**src/rtl/lcd_spi_arbiter.sv**
```systemverilog
// lcd_spi_arbiter
// ---------------
// Shares the single lcd_write SPI serializer between three word-level
// requesters:
//   0 = lcd_init
//   1 = lcd_show_char
//   2 = fill/rect drawer
//
// Arbitration and ownership:
//   - Round-robin arbitration happens only in IDLE.
//   - A grant is then locked for the whole burst, so command/data
//     streams never interleave.
//   - Only one word may be outstanding at a time.
//   - A watchdog guards the wr_done handshake.
//
// Parameters:
//   IDLE_GAP   - idle cycles inserted after a release before re-arbitration
//                (0 = none)
//   WDT_CYCLES - WAIT cycles allowed before a watchdog timeout (>= 2)
//
// Ports:
//   sys_clk, sys_rst_n     - clock, asynchronous active-low reset
//   init_done              - while low only requester 0 is eligible
//   req[2:0]               - per-requester burst request, held for the burst
//   wdata0/1/2[8:0]        - word from requester k (bit8 = DC, 7:0 = byte)
//   wen[2:0]               - per-requester one-cycle write strobe
//   gnt[2:0]               - one-hot grant
//   wdone[2:0]             - completion routed to the owner
//   data[8:0]              - word to lcd_write
//   en_write               - one-cycle write strobe to lcd_write
//   wr_done                - lcd_write completion pulse
//   busy                   - grant held or inter-burst gap in progress
//   timeout_err            - sticky watchdog flag
//   ovf_err                - sticky: owner strobed wen with a word outstanding
//
// Optional feature (macro LCD_ARB_STATS_EN):
//   word_cnt[15:0]  - counts en_write pulses (wrapping)
//   burst_cnt[7:0]  - counts grants (wrapping)

module lcd_spi_arbiter #(
  parameter int IDLE_GAP   = 2,
  parameter int WDT_CYCLES = 4096
) (
  input  logic        sys_clk,
  input  logic        sys_rst_n,
  input  logic        init_done,
  input  logic [2:0]  req,
  input  logic [8:0]  wdata0,
  input  logic [8:0]  wdata1,
  input  logic [8:0]  wdata2,
  input  logic [2:0]  wen,
  output logic [2:0]  gnt,
  output logic [2:0]  wdone,
  output logic [8:0]  data,
  output logic        en_write,
  input  logic        wr_done,
  output logic        busy,
  output logic        timeout_err,
  output logic        ovf_err
`ifdef LCD_ARB_STATS_EN
  ,
  output logic [15:0] word_cnt,
  output logic [7:0]  burst_cnt
`endif
);

  localparam int WDT_W = (WDT_CYCLES > 2) ? $clog2(WDT_CYCLES) : 1;
  localparam int GAP_W = (IDLE_GAP > 1) ? $clog2(IDLE_GAP) : 1;
  localparam logic [WDT_W-1:0] WDT_LAST = WDT_W'(WDT_CYCLES - 1);
  localparam logic [GAP_W-1:0] GAP_LAST = GAP_W'((IDLE_GAP > 0) ? IDLE_GAP - 1 : 0);

  typedef enum logic [1:0] {
    ST_IDLE,
    ST_OWN,
    ST_WAIT,
    ST_GAP
  } state_t;

  state_t state, next_state;

  logic [1:0]       rr_ptr;
  logic [WDT_W-1:0] wdog;
  logic [GAP_W-1:0] gap_cnt;

  logic [2:0] eligible;
  logic [1:0] p0, p1, p2;
  logic [1:0] win_idx;
  logic       win_valid;

  logic [8:0] owner_wdata;
  logic       owner_wen;
  logic       owner_req;

  logic grant_now;
  logic issue;
  logic release_now;
  logic ovf_set;
  logic expire;
  logic wdog_inc;
  logic done_pulse;

  // The owner is identified directly by the one-hot grant, so the owner's
  // strobe, request and word are simple AND-OR selects.
  assign owner_wen   = |(wen & gnt);
  assign owner_req   = |(req & gnt);
  assign owner_wdata = ({9{gnt[0]}} & wdata0)
                     | ({9{gnt[1]}} & wdata1)
                     | ({9{gnt[2]}} & wdata2);

  assign eligible = req & (init_done ? 3'b111 : 3'b001);

  // Search order starts one past the last winner, wrapping modulo 3.
  always_comb begin
    p0 = 2'd0;
    p1 = 2'd1;
    p2 = 2'd2;
    case (rr_ptr)
      2'd0: begin
        p0 = 2'd1;
        p1 = 2'd2;
        p2 = 2'd0;
      end
      2'd1: begin
        p0 = 2'd2;
        p1 = 2'd0;
        p2 = 2'd1;
      end
      default: begin
        p0 = 2'd0;
        p1 = 2'd1;
        p2 = 2'd2;
      end
    endcase
  end

  always_comb begin
    win_valid = 1'b1;
    win_idx   = p0;
    if (eligible[p0]) begin
      win_idx = p0;
    end else if (eligible[p1]) begin
      win_idx = p1;
    end else if (eligible[p2]) begin
      win_idx = p2;
    end else begin
      win_valid = 1'b0;
    end
  end

  always_ff @(posedge sys_clk or negedge sys_rst_n) begin
    if (!sys_rst_n) begin
      state <= ST_IDLE;
    end else begin
      state <= next_state;
    end
  end

  // Next-state and per-cycle control strobes. A req drop is only honoured
  // in OWN when no write is issued the same cycle, and in WAIT only once
  // the word has completed (real wr_done or watchdog expiry). A genuine
  // wr_done in the expiry cycle wins and suppresses the error.
  always_comb begin
    next_state  = state;
    grant_now   = 1'b0;
    issue       = 1'b0;
    release_now = 1'b0;
    ovf_set     = 1'b0;
    expire      = 1'b0;
    wdog_inc    = 1'b0;
    done_pulse  = 1'b0;
    case (state)
      ST_IDLE: begin
        if (win_valid) begin
          grant_now  = 1'b1;
          next_state = ST_OWN;
        end
      end
      ST_OWN: begin
        if (owner_wen) begin
          issue      = 1'b1;
          next_state = ST_WAIT;
        end else if (!owner_req) begin
          release_now = 1'b1;
          next_state  = (IDLE_GAP > 0) ? ST_GAP : ST_IDLE;
        end
      end
      ST_WAIT: begin
        ovf_set = owner_wen;
        if (wr_done || (wdog == WDT_LAST)) begin
          done_pulse = 1'b1;
          expire     = !wr_done;
          if (owner_req) begin
            next_state = ST_OWN;
          end else begin
            release_now = 1'b1;
            next_state  = (IDLE_GAP > 0) ? ST_GAP : ST_IDLE;
          end
        end else begin
          wdog_inc = 1'b1;
        end
      end
      ST_GAP: begin
        if (gap_cnt == GAP_LAST) begin
          next_state = ST_IDLE;
        end
      end
      default: begin
        next_state = ST_IDLE;
      end
    endcase
  end

  // Late wr_done outside WAIT never reaches a requester.
  assign wdone = gnt & {3{done_pulse}};
  assign busy  = (state != ST_IDLE);

  always_ff @(posedge sys_clk or negedge sys_rst_n) begin
    if (!sys_rst_n) begin
      gnt    <= 3'b000;
      rr_ptr <= 2'd2;
    end else if (grant_now) begin
      gnt    <= 3'b001 << win_idx;
      rr_ptr <= win_idx;
    end else if (release_now) begin
      gnt <= 3'b000;
    end
  end

  // data keeps the last issued word between writes.
  always_ff @(posedge sys_clk or negedge sys_rst_n) begin
    if (!sys_rst_n) begin
      data     <= 9'h000;
      en_write <= 1'b0;
    end else begin
      en_write <= issue;
      if (issue) begin
        data <= owner_wdata;
      end
    end
  end

  always_ff @(posedge sys_clk or negedge sys_rst_n) begin
    if (!sys_rst_n) begin
      wdog    <= '0;
      gap_cnt <= '0;
    end else begin
      if (issue) begin
        wdog <= '0;
      end else if (wdog_inc) begin
        wdog <= wdog + 1'b1;
      end
      if (release_now) begin
        gap_cnt <= '0;
      end else if (state == ST_GAP) begin
        gap_cnt <= gap_cnt + 1'b1;
      end
    end
  end

  always_ff @(posedge sys_clk or negedge sys_rst_n) begin
    if (!sys_rst_n) begin
      timeout_err <= 1'b0;
      ovf_err     <= 1'b0;
    end else begin
      if (expire) begin
        timeout_err <= 1'b1;
      end
      if (ovf_set) begin
        ovf_err <= 1'b1;
      end
    end
  end

`ifdef LCD_ARB_STATS_EN
  always_ff @(posedge sys_clk or negedge sys_rst_n) begin
    if (!sys_rst_n) begin
      word_cnt  <= 16'd0;
      burst_cnt <= 8'd0;
    end else begin
      if (en_write) begin
        word_cnt <= word_cnt + 16'd1;
      end
      if (grant_now) begin
        burst_cnt <= burst_cnt + 8'd1;
      end
    end
  end
`endif

endmodule
```
**config.mk**
```make
export PLATFORM = sky130hd
export DESIGN_NAME = lcd_spi_arbiter
export DESIGN_NICKNAME = d
export VERILOG_FILES = /design/src/rtl/lcd_spi_arbiter.sv
export SDC_FILE = /design/constraint.sdc
export NUM_CORES = 1
export LEC_CHECK = 0
export BUFFER_PORTS_ARGS = -buffer_cell sky130_fd_sc_hd__clkbuf_2
export CAP_MARGIN = 20
export CORE_ASPECT_RATIO = 1.5
export CORE_MARGIN = 3
export CORE_UTILIZATION = 54
export CTS_CLUSTER_SIZE = 14
export DETAILED_ROUTE_END_ITERATION = 10
export PLACE_DENSITY = 0.93
export SKIP_CTS_REPAIR_TIMING = 1
export SYNTH_ARGS = -nofsm -noshare
export SYNTH_HDL_FRONTEND = slang
export SYNTH_SLANG_ARGS = --single-unit
```
**constraint.sdc**
```tcl
create_clock -name sys_clk -period 4.21 [get_ports sys_clk]
set_input_delay 0.2105 -clock sys_clk [delete_from_list [all_inputs] [get_ports sys_clk]]
set_output_delay 0.2105 -clock sys_clk [all_outputs]
set_load 0.02 [all_outputs]
```
==> qor.yml <==
timing:
  grt_setup_unrepaired: "no"
  clock.fmax_mhz: 342
  fin_tns_setup_ps: 0
  hold_violations: 10
  fin_hold_ws_ps: -7.86
  setup_viol: 0
  maxSlewViolCount: 0
  worstMarginPinSlew_ps: 852
  relSlewSlack: 0.432
  skew_ps: 4.60
  post-route-period-util: 0.695
  finalWorstPathRequiredPeriod_ps: 2930
power:
  power.density_nw_per_um2: 645
  ir_drop_v: 0.000458
  p_total_w: 0.00137
  p_leak_nw: 1.03
clock_network:
  cts_root_buffer: "clkbuf_8"
  clock-sinks: 32
  numCtsBuffers: 5
  path_clk_slew_ps: 70
  tritoncts: "yes"
  clockBufferDepth: 2
  clk_latency_ps: 290
  htree_levels: 2
floorplanning:
  rows: 24
  die_w_um: 52.1
  die_area_um2: 3920
  start_util: 0.579
  io_pins: 56
  core_area_um2: 2970
  dieHeight_um: 75.2
logic_synthesis:
  yosysSeqAreaShare: 0.466
  yosys-mux-area-fraction: 0.00581
  async_reset_ff_frac: 1.00
  ys_types: 43
  synth_top_family_by_area: "compound AO/OA/AOI/OAI gates"
  syn_inst: 183
  synthSimpleGateAreaFrac: 0.172
  yosys_warnings: 0
  synth-compound-area-share: 0.260
  ys_ff_latch: 32
  syn_nets: 225
  synth-edff-count: 0
  synth_flop_cell: "dfrtp_1"
  yosys.area_share.adder: 0.0363
  synth_area_per_cell_um2: 9.41
  synthXorXnorAreaFrac: 0.0153
  synth_area_um2: 1720
critical_path:
  crit_chain: "a222oi_1 -> nand2b_1 -> inv_2 -> or4_1 -> nand2_1"
  worst_ep_arrival_time_ps: 3150
  cp-end-kind: "flip-flop"
  startpoint_type: "flip-flop"
  critPathMaxStageDelay_ps: 830
  crit_type: "reg2reg"
  crit_buf_inv: 1
  cp_top_family: "simple AND/OR/NAND/NOR gates"
  worstPathRequired_ps: 4430
  worst-path-max-fanout: 21
  slowest_stage: "a222oi_1"
finish:
  fin_nets: 280
  diodes: 0
  register_area_um2: 802
  layout-drive-gt1-share: 0.272
  final_core_util: 0.716
  layout_commonest_cell: "clkbuf_2"
  syn2layout_area_growth_pct: 23.7
  final_cell_mix: "clkbuf_2 (55), dfrtp_1 (31), nand2_1 (22), o21ai_0 (20)"
  multi_input_area_um2: 843
  fillCellCount: 234
routing:
  vias_per_cell: 5.99
  drt-wirelength-per-cell_um: 15.8
  drt-pass1-iter-count: 5
  drc_errors: 0
  vias: 1666
  ant_nets: 0
  wirelength_um: 4380
  drt_iter0_markers: 105
job:
  maxCapViolCount: 0
outcome:
  violations: "hold timing"
  status: "finished with violations"
global_routing:
  antenna_found_initial: 0
  grt_pass1_wl_um: 7070
  grt_usage: 0.240
  grt_max_degree: 33
  gr-total-overflow: 0
  first_global_vias: 1623
min_path:
  min_path_type: "in2async"
place:
  numPortBuffers: 55
  gp_congestion: 0.782
  dp.final_hpwl_um: 3150
## final timing paths
path,startpoint,to,slack (ps),cells after the start
hold / removal,sys_rst_n,wdog[3],-8,1
min in group sys_clk,wdata0[0],data[0],220,3
setup / recovery,gnt[1],wdog[7],1280,5
max in group asynchronous,sys_rst_n,rr_ptr[0],3720,1
setup reg to reg,gnt[1],wdog[7],1280,5
hold reg to reg,timeout_err,timeout_err,460,1
## logic make-up after synthesis
| kind of cell | count (synthesis) |
|---|---|
| AO/OA/AOI/OAI | 64 |
| AND/OR/NAND/NOR | 58 |
| flip-flops | 32 |
| buffers and inverters | 20 |
| adder cells (fa/ha/maj) | 5 |
| XOR/XNOR | 3 |
| multiplexers | 1 |
## through the flow
| stage | instances | setup slack (ps) | instance area (µm²) |
|---|---|---|---|
| 3_5_place_dp | 270 | 1420 | 2020 |
| 2_1_floorplan | 183 | 2290 | 1720 |
| 4_1_cts | 278 | 1350 | 2130 |
| 3_3_place_gp | 270 | 1500 | 2020 |
| 6_report | 278 | 1280 | 2130 |
| 5_1_grt | 278 | 1030 | 2130 |
## flip-flops by register name (all words and copies together) (netlist names)
signal and cells:
en_write 1, wdog 12, state 2, ovf_err 1, timeout_err 1, data 9
gnt 3, rr_ptr 2, gap_cnt 1
## metal layers
layer  wire length, µm  vias to the layer above  GRT usage  part of all wire
li1                  -                      802          -                 -
met1              1600                      789      0.276              0.36
met2              2450                       67      0.421              0.56
met3               254                        8     0.0574             0.058
met4                77                        0     0.0991             0.018
met5                 0                        -          0                 0
## synth_stat cells (2+ instances only)
| master | instances | share of area |
|---|---|---|
| nand4_1 | 3 | 0.011 |
| o21ai_0 | 20 | 0.058 |
| clkbuf_1 | 7 | 0.015 |
| nor2b_1 | 4 | 0.015 |
| o22ai_1 | 2 | 0.0073 |
| o32a_1 | 2 | 0.012 |
| or4_1 | 3 | 0.013 |
| nand3_1 | 3 | 0.0087 |
| dfrtp_1 | 31 | 0.45 |
| a222oi_1 | 11 | 0.064 |
| a41oi_1 | 2 | 0.010 |
| nor2_1 | 9 | 0.020 |
| or3_1 | 5 | 0.018 |
| and4_1 | 2 | 0.010 |
| o31ai_1 | 2 | 0.0087 |
| o211ai_1 | 2 | 0.0087 |
| a21oi_1 | 9 | 0.026 |
| xnor2_1 | 2 | 0.010 |
| ha_1 | 5 | 0.036 |
| o32ai_1 | 2 | 0.010 |
| a21o_1 | 4 | 0.017 |
| nand2_1 | 22 | 0.048 |
| inv_1 | 11 | 0.024 |
## power breakdown
part | internal [W] | switching, W | leakage, nW
combinational | 0.000223 | 0.000336 | 0.560
clock | 0.000175 | 0.000116 | 0.0552
sequential | 0.000409 | 0.000115 | 0.416
## area by class of cell
type,instances,share of cell area
clock inverter,2,0.0165
sequential,32,0.377
clock buffer,6,0.0341
timing repair buffer,56,0.133
inverter,12,0.0212
multi-input combinational,131,0.396
tap,39,0.0229
No activity file was read; power rests on OpenSTA's default activity.
